<file path="src/rtl/load_scoreboard.sv">
// Per-register load-use scoreboard: one countdown per load destination, ID stalls
// only while a source (or a WAW destination) still has a load result in flight.

module load_scoreboard_cnt #(
  parameter int CW  = 2,
  parameter int LAT = 3
) (
  input  logic iw_clk_i,
  input  logic iw_rst_ni,
  input  logic flush_i,
  input  logic set_i,
  output logic busy_o
);
  logic [CW-1:0] cnt_q, cnt_d;

  // Flush beats a same-cycle set, so a killed load never leaves a count behind.
  always_comb begin
    cnt_d = cnt_q;
    if (flush_i)             cnt_d = '0;
    else if (set_i)          cnt_d = CW'(LAT);
    else if (cnt_q != '0)    cnt_d = cnt_q - 1'b1;
  end

  always_ff @(posedge iw_clk_i or negedge iw_rst_ni) begin
    if (!iw_rst_ni) cnt_q <= '0;
    else            cnt_q <= cnt_d;
  end

  assign busy_o = (cnt_q != '0);
endmodule

module load_scoreboard #(
  parameter int NREG = 32,
  parameter int REGW = 5,
  parameter int LAT  = 3
) (
  input  logic            iw_clk,
  input  logic            iw_rst_n,
  input  logic            iw_issue_valid,
  input  logic            iw_issue_is_load,
  input  logic [REGW-1:0] iw_issue_rd,
  input  logic            iw_src_a_en,
  input  logic [REGW-1:0] iw_src_a,
  input  logic            iw_src_b_en,
  input  logic [REGW-1:0] iw_src_b,
  input  logic            iw_flush,
  output logic            ow_stall,
  output logic [NREG-1:0] ow_busy,
  output logic [15:0]     ow_stall_cycles
);
  localparam int CW = $clog2(LAT + 1);

  logic [NREG-1:0] busy;
  logic [NREG-1:0] set;
  logic            hit_a, hit_b, hit_d, acc;
  logic [15:0]     stall_cycles_q, stall_cycles_d;

  // Index decode by compare: indices >= NREG match nothing, so they are untracked.
  always_comb begin
    hit_a = 1'b0;
    hit_b = 1'b0;
    hit_d = 1'b0;
    for (int r = 0; r < NREG; r++) begin
      if (busy[r] && iw_src_a == REGW'(r)) hit_a = iw_src_a_en;
      if (busy[r] && iw_src_b == REGW'(r)) hit_b = iw_src_b_en;
      if (busy[r] && iw_issue_rd == REGW'(r)) hit_d = iw_issue_is_load;
    end
  end

  assign ow_stall = iw_issue_valid & (hit_a | hit_b | hit_d);
  assign acc      = iw_issue_valid & ~ow_stall;

  for (genvar r = 0; r < NREG; r++) begin : gen_cnt
    assign set[r] = acc & iw_issue_is_load & (iw_issue_rd == REGW'(r));
    load_scoreboard_cnt #(.CW(CW), .LAT(LAT)) u_cnt (
      .iw_clk_i (iw_clk),
      .iw_rst_ni(iw_rst_n),
      .flush_i  (iw_flush),
      .set_i    (set[r]),
      .busy_o   (busy[r])
    );
  end

  // Stalls that coincide with a flush are not real lost cycles; skip them.
  always_comb begin
    stall_cycles_d = stall_cycles_q;
    if (ow_stall && !iw_flush && stall_cycles_q != 16'hFFFF)
      stall_cycles_d = stall_cycles_q + 16'd1;
  end

  always_ff @(posedge iw_clk or negedge iw_rst_n) begin
    if (!iw_rst_n) stall_cycles_q <= '0;
    else           stall_cycles_q <= stall_cycles_d;
  end

  assign ow_busy         = busy;
  assign ow_stall_cycles = stall_cycles_q;
endmodule

</file>
<file path="config.mk">
export PLATFORM = sky130hd
export DESIGN_NAME = load_scoreboard
export DESIGN_NICKNAME = d
export VERILOG_FILES = /design/src/rtl/load_scoreboard.sv
export SDC_FILE = /design/constraint.sdc
export NUM_CORES = 1
export LEC_CHECK = 0
export ABC_AREA = 1
export ABC_CLOCK_PERIOD_IN_PS = 5400
export CAP_MARGIN = 40
export CORE_MARGIN = 2
export CORE_UTILIZATION = 57
export DETAILED_ROUTE_END_ITERATION = 8
export HOLD_SLACK_MARGIN = 0.02
export MAX_ROUTING_LAYER = met4
export PLACE_DENSITY = 0.76
export SYNTH_ARGS = -nofsm -noshare
export SYNTH_HDL_FRONTEND = slang
export SYNTH_SLANG_ARGS = --single-unit
</file>
<file path="constraint.sdc">
create_clock -name iw_clk -period 5.4 [get_ports iw_clk]
set_input_delay 1.08 -clock iw_clk [delete_from_list [all_inputs] [get_ports iw_clk]]
set_output_delay 1.08 -clock iw_clk [all_outputs]
set_load 0.005 [all_outputs]
</file>
* Yosys cells after proc, flatten, opt, wreduce, memory -nomap -nowiden *
Index checks and enable logic that the tools add are counted.

storage, ports and cells
  register bits after elaboration = 80
  input bits = 22
  logic and storage cells = 556

operators by class
  $add $sub $neg = 33
  eq/ne operators = 94
  muxes and demuxes = 192
  bitwise logic cells = 38
  reduce and logical (&&, ||, !) cells = 166

operators with widths
  kind                                                                   number
  5-bit equality test, second input constant                             48
  2-bit two-way mux                                                      96
  5-bit by 4-bit equality test with 1-bit output, second input constant  24
  1-bit logical AND                                                      98
  1-bit two-way mux                                                      96
  3-bit nonzero test                                                     32
  2-bit nonzero test                                                     32
  2-bit by 1-bit subtractor with 2-bit output, second input constant     32
  5-bit by 3-bit equality test with 1-bit output, second input constant  12
  1-bit AND                                                              35
  5-bit by 2-bit equality test with 1-bit output, second input constant  6
  16-bit by 1-bit adder with 16-bit output, second input constant        1
  16-bit != test, second input constant                                  1
  5-bit by 1-bit equality test with 1-bit output, second input constant  3
  5-bit zero test                                                        3
  1-bit OR                                                               2
  1-bit zero test                                                        1
  1-bit NOT                                                              1

* Logic depth before layout (Yosys ltp) *
  depth in word-level cells = 43
  gate-level depth with buffers = 17
  depth with buffers taken out = 16

* By module *
From an unflattened synthesis, not the netlist that was laid out.

unflattened totals
  cells, all modules = 1045
  area total of the unflattened synthesis = 6306.0 µm²

by module, submodules not included
  module               times used  cells an instance  area each (µm²)  seq. area each (µm²)
  load_scoreboard_cnt  32          18                 120.1            50.0
  load_scoreboard      1           469                2462.4           400.4

* Worst setup path after synthesis *
No wires, ideal clock.

  path kind = input -> output
  start point = in iw_issue_rd[1]
  end point = out ow_stall
  arrival time = 2271 ps
  data required time = 4320 ps
  slack = 2049 ps
  cell stages on the path = 12
  buffers on the path = 1
  cells stage by stage = nor2_2 nand2_1 nor2_1 nand2_1 nand2_1 nor2_1 nand2_1 nor2_1 nand2_1 nand2_2 a21boi_4 buf_4

on the way
  longest elaborated chain between the ends = 36

ends and longest elaborated chain
  what                              RTL line  source
  from (decl)                       41        input logic [REGW-1:0] iw_issue_rd,
  5-bit zero test                   66        if (busy[r] && iw_issue_rd == REGW'(r)) hit_d = iw_issue_is_load;
  1-bit logical AND                 66
  1-bit two-way mux (31 in series)  66
  1-bit two-way mux (*)             66
  1-bit OR (*)                      70        assign ow_stall = iw_issue_valid & (hit_a | hit_b | hit_d);
  1-bit AND (*)                     70
  to (decl)                         47        output logic ow_stall,

Every way passes the cells marked *; elsewhere a longest branch is shown, timed or not.

* Worst setup path in the final report *
  start point = in iw_issue_rd[3]
  end point = out ow_stall

Same word-level chain as after synthesis.

==> flow_metrics.env <==
export IMPL_insertedDiodeCount=0
export IMPL_synth_edf_count=0
export IMPL_r2r_setup_slack_ns=2.82
export IMPL_use_met3=0.05249
export IMPL_drtAntennaViolNets=0
export IMPL_coreArea_sq_um=11320
export IMPL_drtIter0Drc=689
export IMPL_clock_sinks=80
export IMPL_setup_viol=0
export IMPL_drv_slew=0
export IMPL_dpl_hpwl_um=13180
export IMPL_grt_max_degree=46
export IMPL_critPathMaxFanout=7
export IMPL_finalCritPeriodShare=0.8362
export IMPL_wl_per_cell_um=14.80
export IMPL_ys_ff_latch=80
export IMPL_r2r_end="gen_cnt[12].u_cnt.cnt_q[0]"
export IMPL_swShare=0.4342
export IMPL_syn_inst=1031
export IMPL_async_flop_share=1.000
export IMPL_holdPathEnd="gen_cnt[9].u_cnt.cnt_q[1]"
export IMPL_numCtsBuffers=9
export IMPL_post_cts_buffers=0
export IMPL_tightestPinTransition_ns=0.8857
export IMPL_clkSlewWorstSetupHoldPaths_ns=0.06
export IMPL_use_met1=0.4173
export IMPL_grt_total_usage=0.3047
export IMPL_status="complete, no violations"
export IMPL_cts_resized=0
export IMPL_syn_nets=1086
export IMPL_grt_pass1_wl_um=29310
export IMPL_clock_tree_root_cell="clkbuf_16"
export IMPL_fin_skew_ns=0.008043
export IMPL_maxCapViolCount=0
export IMPL_netlist_area_sq_um=6561
export IMPL_initial_utilization=0.5796
export IMPL_synth_seq_area_share=0.3051
export IMPL_grt_pass1_vias=5874
export IMPL_drive_gt1_frac=0.04128
export IMPL_grt_ovfl_total=0
export IMPL_die_h_um=111.3
export IMPL_die_area_sq_um=12390
export IMPL_dpl_cell_count=1193
export IMPL_synthTopCellsByArea="dfrtp_1 (31%), nand2_1 (18%), nand3_1 (15%), inv_1 (7.7%), ha_1 (6.3%)"
export IMPL_met2_usage=0.4642
export IMPL_min_from="gen_cnt[9].u_cnt.cnt_q[1]"
export IMPL_leakage_nw=3.869
export IMPL_seq_power_share=0.291
export IMPL_fmaxAchievable_mhz=221.5
export IMPL_portBuffers=70
export IMPL_yosysTopAreaCell="dfrtp_1"
export IMPL_tritoncts="yes"
export IMPL_ios=71
export IMPL_ys_types=24
export IMPL_fin_ws_ns=0.8844
export IMPL_peakVddDrop_v=0.0003003
export IMPL_powerDensity_nw_per_um2=444.3
export IMPL_h_tree_depth=3
export IMPL_syn_avg_cell_area_sq_um=6.364
export IMPL_fin_nets=1116
export IMPL_area_delta_synth_final_pct=13.20
export IMPL_routabilityCongestion=1.031
export IMPL_end_kind="primary output"
export IMPL_finalSetupTns_ns=0
export IMPL_clkPwrFrac=0.192
export IMPL_drt_wl_total_um=17900
export IMPL_slew_headroom=0.4073
export IMPL_reg2regPathDepth=17
export IMPL_finalHoldViolCount=0
export IMPL_grt_busiest_layer="met2"
export IMPL_rsz0062_at_grt="no"
export IMPL_finalNonFillerCells=1209
export IMPL_critical_path_required_ns=4.32
export IMPL_die_x_um=111.3
export IMPL_hp_class="flop to flop"
export IMPL_drc_errors=0
export IMPL_synth_flop_cell="dfrtp_1"
export IMPL_p_sw_mw=1.433
export IMPL_clkLatencyLatePin_ns=0.35
export IMPL_finalCriticalPeriod_ns=4.516
export IMPL_holdPathStages=2
export IMPL_worst_setup_path_type="input pin to primary output"
export IMPL_internal_power_mw=1.867
export IMPL_cp_start_kind="input pin"
export IMPL_synth_warnings=0
export IMPL_comb_power_share=0.517
export IMPL_dp_slack_ns=0.9274
export IMPL_fp_row_count=39
export IMPL_cts_hold_buffers=0
export IMPL_detail_route_first_pass_iterations=6
export IMPL_clock_path_buffers=2
export IMPL_antenna_found_initial=0
export IMPL_rr_startpoint="gen_cnt[3].u_cnt.cnt_q[0]"
export IMPL_vias=6700
export IMPL_worst_ep_arrival_time_ns=3.44
export IMPL_avgViaCountPerCell=5.542
export IMPL_synth_top_cell_area_share=0.3051
-- cell usage in the layout, fill, tap and decap left out --
cell	count
buf_4	7
dfrtp_1	80
nor2_1	109
clkbuf_8	1
nor4_1	1
clkinv_2	1
buf_12	1
xnor2_1	4
nor2_2	9
nand3_1	194
nand4_1	44
nand3b_1	1
clkdlybuf4s50_1	69
clkinv_4	1
inv_6	1
nand2_2	3
xor2_1	10
bufinv_16	1
buf_16	1
ha_1	33
o21ai_0	2
nand2_1	321
o21ai_2	4
a21boi_4	1
clkbuf_1	2
inv_1	134
clkbuf_16	9
nor3_1	18
inv_2	4
-- how the worst max path moves through the flow --
stage          slack (ns)           start  endpoint  cells after the start
2_1_floorplan        2.05  iw_issue_rd[1]  ow_stall                     12
3_3_place_gp         0.90     iw_src_b[0]  ow_stall                     14
3_5_place_dp         0.93  iw_issue_rd[3]  ow_stall                     12
4_1_cts              0.92  iw_issue_rd[3]  ow_stall                     12
5_1_grt              0.63     iw_src_b[0]  ow_stall                     14
6_report             0.88  iw_issue_rd[3]  ow_stall                     12
-- flip-flops by register name, indices dropped and copies added (netlist names) --
signal,count
gen_cnt.u_cnt.cnt_q,64
ow_stall_cycles,16
-- synthesized netlist by cell type (8+ instances only) --
library cell and count:
nand2_1 321, nand3_1 194, inv_1 134, nor2_1 109
dfrtp_1 80, nand4_1 44, buf_4 33, ha_1 33
nor3_1 18, buf_2 12, xor2_1 10, nor2_2 9
clkbuf_1 8
-- metal layers --
metal  wire length [um]  share of wire  up-vias
met4                510          0.028        0
met2               7981           0.45      289
met1               7793           0.44     3036
li1                   -              -     3333
met5                  0              0        -
met3               1609          0.090       42
-- cell type report --
cell class / instances / area (sq um)
Clock inverter: 4 / 52.55
Fill cell: 1049 / 3894
Clock buffer: 12 / 246.5
Inverter: 138 / 518.0
Timing Repair Buffer: 78 / 790.8
Tap cell: 143 / 178.9
Sequential cell: 80 / 2002
Multi-Input combinational cell: 754 / 3638
-- critical path: stages --
cell,delay (ns)
clkdlybuf4s50_1,0.60
nand2_1,0.25
nor3_1,0.32
nand2_1,0.11
nand2_1,0.08
nor2_1,0.04
nand2_1,0.06
nor2_1,0.05
nand2_1,0.08
nand2_2,0.07
a21boi_4,0.17
clkdlybuf4s50_1,0.52
-- cell families after synthesis --
family | share of synthesized area
AO/OA/AOI/OAI | 0.009725
XOR/XNOR | 0.01869
adder cells (fa/ha/maj) | 0.06293
buffers and inverters | 0.1404
flip-flops | 0.3051
AND/OR/NAND/NOR | 0.4632
-- per-stage QoR --
step	area, sq um	utilization	hold slack (ns)	power [mW]
3_5_place_dp	7128	0.6296	0.4947	2.658
5_1_grt	7427	0.6561	0.5277	3.596
3_3_place_gp	7081	0.6254	0.4912	2.625
6_report	7427	0.6561	0.5054	3.300
2_1_floorplan	6561	-	0.4758	2.145
4_1_cts	7427	0.6561	0.5111	3.300
-- power groups by stage --
stage / registers (mW) / logic, mW / clock network [mW]
floorplan: 0.937 / 1.21 / 0
global placement: 0.971 / 1.65 / 0
detailed placement: 0.972 / 1.69 / 0
CTS: 0.962 / 1.70 / 0.638
global route: 0.997 / 1.93 / 0.669
finish: 0.962 / 1.70 / 0.633
Note: power is estimated with default switching activity, not from simulation.
